## src/rtl/mem_sync_fifo_pkg.sv

```systemverilog
// Shared helpers for the synchronous FIFO and its storage.
package mem_sync_fifo_pkg;

  // True when n is a non-zero power of two; used by elaboration-time checks.
  function automatic bit is_pow2(input int n);
    return (n > 0) && ((n & (n - 1)) == 0);
  endfunction

endpackage

```

## src/rtl/mem_simple_dual_port.sv

```systemverilog
// Simple dual-port RAM: one write port (a), one read port (b).
// OUTPUT_DELAY=0 gives a combinational read; larger values add read registers.
module mem_simple_dual_port #(
  parameter int                    DATA_WIDTH    = 8,
  parameter int                    DEPTH         = 16,
  parameter int                    OUTPUT_DELAY  = 0,
  parameter logic [DATA_WIDTH-1:0] DEFAULT_VALUE = '0
) (
  input  logic                     clka,
  input  logic                     wea,
  input  logic [$clog2(DEPTH)-1:0] addra,
  input  logic [DATA_WIDTH-1:0]    dina,
  input  logic                     clkb,
  input  logic                     reb,
  input  logic [$clog2(DEPTH)-1:0] addrb,
  output logic [DATA_WIDTH-1:0]    doutb
);

  logic [DATA_WIDTH-1:0] mem_reg [DEPTH];

  // Write port: one entry per clka edge when enabled.
  always_ff @(posedge clka) begin
    if (wea) begin
      mem_reg[addra] <= dina;
    end
  end

  if (OUTPUT_DELAY == 0) begin : g_comb_read
    // Asynchronous read; the caller owns any pipelining. Clock and enable
    // of port b have no role here.
    logic unused_port_b;
    assign unused_port_b = reb ^ clkb;
    assign doutb = mem_reg[addrb];
  end else begin : g_reg_read
    logic [DATA_WIDTH-1:0] stage_reg [OUTPUT_DELAY];

    // Read pipeline, advanced only while reb is high.
    always_ff @(posedge clkb) begin
      if (reb) begin
        stage_reg[0] <= mem_reg[addrb];
        for (int i = 1; i < OUTPUT_DELAY; i++) begin
          stage_reg[i] <= stage_reg[i-1];
        end
      end
    end

    assign doutb = stage_reg[OUTPUT_DELAY-1];
  end

endmodule

```

## src/rtl/mem_sync_fifo.sv

```systemverilog
// Single-clock FIFO on dual-port RAM with occupancy, status flags, flush,
// sticky overflow/underflow and a resettable 1- or 2-stage read pipeline.
module mem_sync_fifo
  import mem_sync_fifo_pkg::*;
#(
  parameter int                    DATA_WIDTH    = 8,
  parameter int                    DEPTH         = 16,
  parameter int                    OUTPUT_DELAY  = 1,
  parameter logic [DATA_WIDTH-1:0] DEFAULT_VALUE = '0,
  parameter int                    AF_THRESH     = DEPTH - 2
) (
  input  logic                       clk,
  input  logic                       reset,
  input  logic                       flush,
  input  logic                       wr_en,
  input  logic [DATA_WIDTH-1:0]      wr_data,
  input  logic                       rd_en,
  output logic [DATA_WIDTH-1:0]      rd_data,
  output logic                       rd_data_valid,
  output logic [$clog2(DEPTH):0]     count,
  output logic                       empty,
  output logic                       full,
  output logic                       almost_full,
  output logic                       overflow,
  output logic                       underflow
);

  localparam int PTR_W = $clog2(DEPTH);
  localparam int CNT_W = PTR_W + 1;

  if (OUTPUT_DELAY != 1 && OUTPUT_DELAY != 2) begin : g_bad_delay
    $error("mem_sync_fifo: OUTPUT_DELAY must be 1 or 2");
  end
  if (!is_pow2(DEPTH) || DEPTH < 2) begin : g_bad_depth
    $error("mem_sync_fifo: DEPTH must be a power of 2 and at least 2");
  end
  if (AF_THRESH > DEPTH || AF_THRESH < 0) begin : g_bad_thresh
    $error("mem_sync_fifo: AF_THRESH must lie in 0..DEPTH");
  end

  logic [PTR_W-1:0]      wr_ptr_reg;
  logic [PTR_W-1:0]      rd_ptr_reg;
  logic [CNT_W-1:0]      count_reg;
  logic [CNT_W-1:0]      count_next;
  logic                  empty_reg;
  logic                  full_reg;
  logic                  almost_full_reg;
  logic                  overflow_reg;
  logic                  underflow_reg;
  logic                  rd_accept;
  logic                  wr_accept;
  logic                  active;
  logic [DATA_WIDTH-1:0] ram_rd_data;

  logic [OUTPUT_DELAY-1:0] valid_pipe_reg;
  logic [DATA_WIDTH-1:0]   data_pipe_reg [OUTPUT_DELAY];

  // Reset and flush both suppress any RAM/pointer activity this cycle.
  assign active    = ~reset & ~flush;
  assign rd_accept = active & rd_en & ~empty_reg;
  // A full FIFO still takes a write when a read frees the slot at the same edge.
  assign wr_accept = active & wr_en & (~full_reg | rd_accept);

  mem_simple_dual_port #(
    .DATA_WIDTH   (DATA_WIDTH),
    .DEPTH        (DEPTH),
    .OUTPUT_DELAY (0),
    .DEFAULT_VALUE(DEFAULT_VALUE)
  ) u_ram (
    .clka (clk),
    .wea  (wr_accept),
    .addra(wr_ptr_reg),
    .dina (wr_data),
    .clkb (clk),
    .reb  (1'b1),
    .addrb(rd_ptr_reg),
    .doutb(ram_rd_data)
  );

  // Occupancy after this edge; drives the registered flags so they track count.
  always_comb begin
    count_next = count_reg;
    if (wr_accept && !rd_accept) begin
      count_next = count_reg + CNT_W'(1);
    end else if (rd_accept && !wr_accept) begin
      count_next = count_reg - CNT_W'(1);
    end
  end

  // Pointers, occupancy and status flags.
  always_ff @(posedge clk) begin
    if (reset) begin
      wr_ptr_reg      <= '0;
      rd_ptr_reg      <= '0;
      count_reg       <= '0;
      empty_reg       <= 1'b1;
      full_reg        <= 1'b0;
      almost_full_reg <= (AF_THRESH == 0);
      overflow_reg    <= 1'b0;
      underflow_reg   <= 1'b0;
    end else if (flush) begin
      wr_ptr_reg      <= '0;
      rd_ptr_reg      <= '0;
      count_reg       <= '0;
      empty_reg       <= 1'b1;
      full_reg        <= 1'b0;
      almost_full_reg <= (AF_THRESH == 0);
    end else begin
      if (wr_accept) wr_ptr_reg <= wr_ptr_reg + PTR_W'(1);
      if (rd_accept) rd_ptr_reg <= rd_ptr_reg + PTR_W'(1);
      count_reg       <= count_next;
      empty_reg       <= (count_next == '0);
      full_reg        <= (count_next == CNT_W'(DEPTH));
      almost_full_reg <= (count_next >= CNT_W'(AF_THRESH));
      if (wr_en && !wr_accept) overflow_reg  <= 1'b1;
      if (rd_en && empty_reg)  underflow_reg <= 1'b1;
    end
  end

  // Read pipeline: data only advances alongside a valid, so rd_data holds otherwise.
  always_ff @(posedge clk) begin
    if (reset) begin
      valid_pipe_reg <= '0;
      for (int i = 0; i < OUTPUT_DELAY; i++) begin
        data_pipe_reg[i] <= DEFAULT_VALUE;
      end
    end else begin
      valid_pipe_reg[0] <= rd_accept;
      if (rd_accept) data_pipe_reg[0] <= ram_rd_data;
      for (int i = 1; i < OUTPUT_DELAY; i++) begin
        valid_pipe_reg[i] <= valid_pipe_reg[i-1] & ~flush;
        if (valid_pipe_reg[i-1] && !flush) data_pipe_reg[i] <= data_pipe_reg[i-1];
      end
    end
  end

  assign rd_data       = data_pipe_reg[OUTPUT_DELAY-1];
  assign rd_data_valid = valid_pipe_reg[OUTPUT_DELAY-1];
  assign count         = count_reg;
  assign empty         = empty_reg;
  assign full          = full_reg;
  assign almost_full   = almost_full_reg;
  assign overflow      = overflow_reg;
  assign underflow     = underflow_reg;

endmodule
```

## config.mk

```make
export PLATFORM = sky130hd
export DESIGN_NAME = mem_sync_fifo
export DESIGN_NICKNAME = d
export VERILOG_FILES = /design/src/rtl/mem_sync_fifo_pkg.sv /design/src/rtl/mem_simple_dual_port.sv /design/src/rtl/mem_sync_fifo.sv
export SDC_FILE = /design/constraint.sdc
export NUM_CORES = 1
export LEC_CHECK = 0
export ABC_AREA = 1
export CAP_MARGIN = 40
export CORE_AREA = 2 2 121 123
export DETAILED_ROUTE_END_ITERATION = 8
export DIE_AREA = 0 0 123 125
export PLACE_DENSITY = 0.7
export SLEW_MARGIN = 20
export SYNTH_ARGS = -nofsm -noshare
export SYNTH_HDL_FRONTEND = slang
export SYNTH_HIERARCHICAL = 1
export SYNTH_SLANG_ARGS = --single-unit
```

## constraint.sdc

```tcl
create_clock -name clk -period 1.71 [get_ports clk]
set_clock_uncertainty 0.15 [all_clocks]
set_input_delay 0.171 -clock clk [delete_from_list [all_inputs] [get_ports clk]]
set_output_delay 0.171 -clock clk [all_outputs]
set_load 0.03 [all_outputs]
```

==> impl_results.md, run 1 <==
- Setup tns final: -1470 ps
- Nets: 806
- Period utilization: 103%
- Reg2reg start: empty$_SDFF_PP1_
- Startpoint types: register
- CTS Buf Count: 17
- Die Wd: 123 µm
- Total vias in the final route: 5093
- Clk_lat worst skew: 430 ps
- Synthesized area per cell: 9.84 µm²
- Drt pass-1 iters: 5
- CTS Hold Bufs: 0
- DRC errors left: 0
- Max Clock Freq: 568 MHz
- Slew Viols, Final: 0
- Initial antenna violation count: 0
- Pleak: 0.00375 µW
- Max-Cap Viols: 0
- H-tree depth: 4
- Clock Path Buffers: 2
- Placed cell areas: 7930 µm²
- CTS sink cnt: 155
- Number of port buffers: 31
- Required @ worst endpoint: 1680 ps
- FILL cells: 1114
- Setup ws final: -49.1 ps
- Worst hold slack: 318 ps
- R2r worst-path depth: 8
- RSZ-0062 raised after global routing: true
- Total Routing Usage GR: 22.3%
- Arrival time at the worst endpoint: 1720 ps
- Core area: 14200 µm²
- Slew @ Worst Pin: 362 ps
- Layout overhead on the synthesized area: 26.4%
- Antenna diodes: 0
- Maximum vdd drop: 0.000745 V
- Worst Setup Path Type: register to register
- Netlist Area Pre-Place: 6950 µm²
- Syn nets: 723
- Fin area: 8780 µm²
- Detailed Route Iter0 Violations: 580
- Final hold vios: 0
- Worst-path clk slew: 60 ps
- Cell count after synthesis: 706
- Worst reg2reg setup slack: -50 ps
- Wire length per cell: 16.7 µm
- First-pass GRT wire length: 25600 µm
- Routed Antenna Nets: 0
- CTS tree: built
- Placer Congestion: 0.873
- Root Buffer: clkbuf_16
- Minimum clock period after layout: 1760 ps
- Effective utilization at floorplan: 48.9%
- Die height: 125 µm
- Failing checks: negative setup slack
- Drt via density: 5.17
- Global route total overflow: 0
- Max reg flops: 128
- Status: finished, violations left
- Hold Crit Start: overflow$_SDFFE_PP0P_
- Site Rows: 44
- Worst Hold Path EP: overflow$_SDFFE_PP0P_
- Largest fanout on the critical path: 8
- # setup viols final: 67
- Die Footprint: 15400 µm²
- IO Count: 32
- Pin count of the biggest net entering global routing: 45
- Vias in the first global route: 4995
- Final HPWL DP: 10500 µm
- Hold Path Stages: 1
- Power per cell area: 964 nW/µm²
- Critical path capture point type: register
- Critical path startpoint: empty$_SDFF_PP1_
- Synth warn: 6
- Hold Crit Class: register to register
- Share of cells above drive strength 1: 18.0%
- WL final: 16500 µm
- Slew HR: 75.8%
- Final Util: 61.8%
- RR Endpoint: u_ram/mem_reg[15][3]$_DFFE_PP_
[cell usage in the layout, fill, tap and decap left out, types with 2 or more instances in the layout]
cell and count:
nand4_1 2, edfxtp_1 136, dfxtp_1 16, nor2_1 19, nand3_2 4, inv_1 120, nand2_4 2, bufinv_16 4
buf_6 6, nand2_1 204, dfxtp_4 2, clkinv_4 3, clkinv_1 2, clkdlybuf4s50_1 12, dlygate4sd2_1 18, o21ai_0 3
nor2_4 19, nor3_1 2, nor2_2 3, a21oi_1 6, inv_2 4, clkinvlp_4 4, nand3_4 2, a21oi_2 2
nand3b_1 4, nand3_1 103, inv_4 2, inv_6 2, buf_4 39, clkbuf_16 20, ha_1 3, clkinv_2 2
buf_12 12, o21ai_1 3, nand2_2 6, xor2_1 2
[per-stage QoR]
stage	total power [µW]	instances	setup WS, ps
floorplan	4380	706	-187
global placement	4610	943	-454
detailed placement	4620	943	-527
CTS	8480	980	-83.4
global route	8690	986	-136
finish	8460	986	-49.1
[what timing repair did]
| action | 4_1_cts | 5_1_grt |
|---|---|---|
| gates cloned | 0 | 3 |
| resized for setup | 29 | 16 |
| setup endpoints to repair | 149 | 140 |
| hold endpoints to repair | 0 | 0 |
| pin swaps | 7 | 10 |
| setup buffers | 5 | 3 |
[where the power goes]
| group | internal, µW | leakage (µW) | switching [µW] |
|---|---|---|---|
| Sequential | 4130 | 0.00139 | 12.0 |
| Combinational | 164 | 0.00207 | 248 |
| Clock | 2430 | 0.000293 | 1470 |
| Total | 6730 | 0.00375 | 1730 |
[critical path, cell delays in order, from the launching register on]
cell     delay [ps]
dfxtp_4         350
inv_4            50
nand2_4          50
nor2_4          100
o21ai_2          80
inv_2           110
buf_12          120
nand3_4         150
nor2_4          280
[layout make-up]
class                           instances  area, µm²  share of cell area [%]
Tap cell                              184        230                    2.62
Timing Repair Buffer                   91        958                    10.9
Inverter                              128        490                    5.59
Sequential cell                       155       4470                    51.0
Clock inverter                         15        199                    2.27
Multi-Input combinational cell        396       2000                    22.8
Clock buffer                           17        425                    4.85
[layer usage]
metal | vias up | wire length, µm | track usage (%)
met5 | - | 0 | 0
met4 | 0 | 539 | 10.2
met3 | 52 | 1240 | 5.06
met2 | 235 | 8150 | 35.6
met1 | 2360 | 6550 | 29.2
li1 | 2446 | - | -
[worst max path at each step]
stage                                      to  slack (ps)  depth (start not counted)
2_1_floorplan   u_ram/mem_reg[4][0]$_DFFE_PP_        -190                          7
3_3_place_gp    u_ram/mem_reg[9][0]$_DFFE_PP_        -450                          9
3_5_place_dp    u_ram/mem_reg[9][7]$_DFFE_PP_        -530                          9
4_1_cts         u_ram/mem_reg[9][1]$_DFFE_PP_         -80                          8
5_1_grt        u_ram/mem_reg[12][1]$_DFFE_PP_        -140                          8
6_report       u_ram/mem_reg[15][3]$_DFFE_PP_         -50                          8
Power figures use the tool's default switching activity.
==> run 2, diff against run 1 <==
- TNS_END_PERCENT: not set -> 10
==> run 2 against run 1 <==
  * The run still ends with negative setup slack left
  * Clock-buffer cell count is 2 higher
  * Worst setup slack worse by 60 ps
  * First-iteration DRC count decreased by 29%
  * Critical endpoint is now u_ram/mem_reg[15][5]$_DFFE_PP_
  * Sequential share of layout area grew 1.1 points
  * Power decreased by 0.51%
  * Clock power barely moved
==> impl_results.md, run 2 (same netlist as run 1, synthesis figures left out) <==
- Clock Power Share: 46.4%
- RSZ-0062 raised after global routing: true
- Comb pwr share: 4.4%
- Total Routing Usage GR: 22.4%
- Worst hold slack: 326 ps
- FILL cells: 1150
- Pin count of the biggest net entering global routing: 33
- Sw Ratio: 20.2%
- DRC errors left: 0
- Routed wl met2: 7970 µm
- Critical Path Most Common Cell: nor2_4
- Vias in the first global route: 4849
- CP max stage delay: 350 ps
- Clk_lat worst skew: 430 ps
- Clock Path Buffers: 2
- First-pass GRT wire length: 25100 µm
- Placer Congestion: 0.848
- Max Clock Freq: 550 MHz
- Number of port buffers: 31
- Slew @ Worst Pin: 514 ps
- Drt via density: 5.16
- Largest fanout on the critical path: 8
- CTS tree: built
- Share of cells above drive strength 1: 17.9%
- Worst reg2reg setup slack: -110 ps
- # setup viols final: 107
- Wire length per cell: 16.3 µm
- Power per cell area: 979 nW/µm²
- Period utilization: 106%
- Total vias in the final route: 5067
- Most common cell after layout, fill and taps aside: nand2_1
- Max-Cap Viols: 0
- Failing checks: negative setup slack
- Global route total overflow: 0
- Max reg flops: 128
- Crit-path cells: inv_4, nand2_4, nor2_4, o21ai_2, inv_2, nand3_2, nor2_4
- Slew HR: 65.6%
- Nets: 802
- Final hold vios: 0
- Slew Viols, Final: 0
- Critical path capture point type: register
- Startpoint types: register
- Effective utilization at floorplan: 48.9%
- Worst-path clk slew: 60 ps
- Cell family with most CP delay: simple AND/OR/NAND/NOR gates
- Reg area: 4470 µm²
- Core area: 14200 µm²
- Root Buffer: clkbuf_16
- Hold Crit Class: register to register
- Max layer used: met4
- Die Footprint: 15400 µm²
- Status: finished, violations left
- CTS sink cnt: 155
- CTS Buf Count: 17
- Routed Antenna Nets: 0
- Drt pass-1 iters: 5
- Met3 WL: 909 µm
- Met1 WL: 6480 µm
- Inst Count DP: 946
- H-tree depth: 4
- Arrival time at the worst endpoint: 1780 ps
- Final Power: 8420 µW
- Most frequent cells in the layout: nand2_1 (206), edfxtp_1 (136), inv_1 (119)
- Setup tns final: -6570 ps
- Die height: 125 µm
- Non-filler instance count after layout: 982
- Initial antenna violation count: 0
- Sequential Power Share: 49.2%
- Minimum clock period after layout: 1820 ps
- Site Rows: 44
- Switch Pwr: 1700 µW
- Worst Setup Path Type: register to register
- IO Count: 32
- Required @ worst endpoint: 1670 ps
- Pleak: 0.00371 µW
- Maximum vdd drop: 0.000633 V
- Final HPWL DP: 10700 µm
- Slowest cell on crit path: dfxtp_4
- Antenna diodes: 0
- Detailed Route Iter0 Violations: 413
- Worst Path Buf+Inv: 2
- Die Wd: 123 µm
- Internal cell power: 6720 µW
- Layout overhead on the synthesized area: 23.8%
- Multi-input gate area: 1980 µm²
- WL final: 16000 µm
- Setup ws final: -109 ps
[run 2: final cells by class]
class                   count  area share [%]
inverters                 128            5.67
multi-input cells         396            23.0
repair buffers             87            9.40
flip-flops and latches    155            52.0
well taps                 184            2.68
clock buffers              19            5.03
clock inverters            13            2.21
[run 2: path summary, 6_finish.rpt]
| kind | startpoint | cells past startpoint | endpoint |
|---|---|---|---|
| max | empty$_SDFF_PP1_ | 7 | u_ram/mem_reg[15][5]$_DFFE_PP_ |
| min | overflow$_SDFFE_PP0P_ | 1 | overflow$_SDFFE_PP0P_ |
| min reg2reg | overflow$_SDFFE_PP0P_ | 1 | overflow$_SDFFE_PP0P_ |
| max reg2reg | empty$_SDFF_PP1_ | 7 | u_ram/mem_reg[15][5]$_DFFE_PP_ |
[run 2: worst register-to-register path, stage by stage (launching register included)]
cell and delay [ps]:
dfxtp_4 350, inv_4 50, nand2_4 50, nor2_4 100, o21ai_2 80, inv_2 150, nand3_2 260, nor2_4 310
[run 2: metal layers]
layer	GRT usage, %	up-vias
li1	-	2434
met2	36.6	195
met3	5.06	46
met4	10.3	0
met5	0	-
met1	28.2	2392
[run 2: what timing repair did]
action / 4_1_cts / 5_1_grt
pin swaps: 1 / 3
buffers inserted: 2 / 2
setup endpoints to repair: 138 / 140
hold buffers: 0 / 0
gates resized for setup: 28 / 20
[run 2: per-stage QoR]
stage	util (%)	setup WS [ps]	area, µm²
floorplan	-	-187	7040
global placement	55.4	-482	7870
detailed placement	55.4	-519	7870
CTS	59.9	-96.0	8510
global route	60.5	-175	8600
finish	60.5	-109	8600
[run 2: power by group through the flow]
stage	logic [µW]	clock network, µW	registers, µW
final	374	3900	4140
after global routing	405	4140	4140
after CTS	374	3960	4140
after detailed placement	380	0	4220
after global placement	375	0	4220
after floorplan	126	0	4250
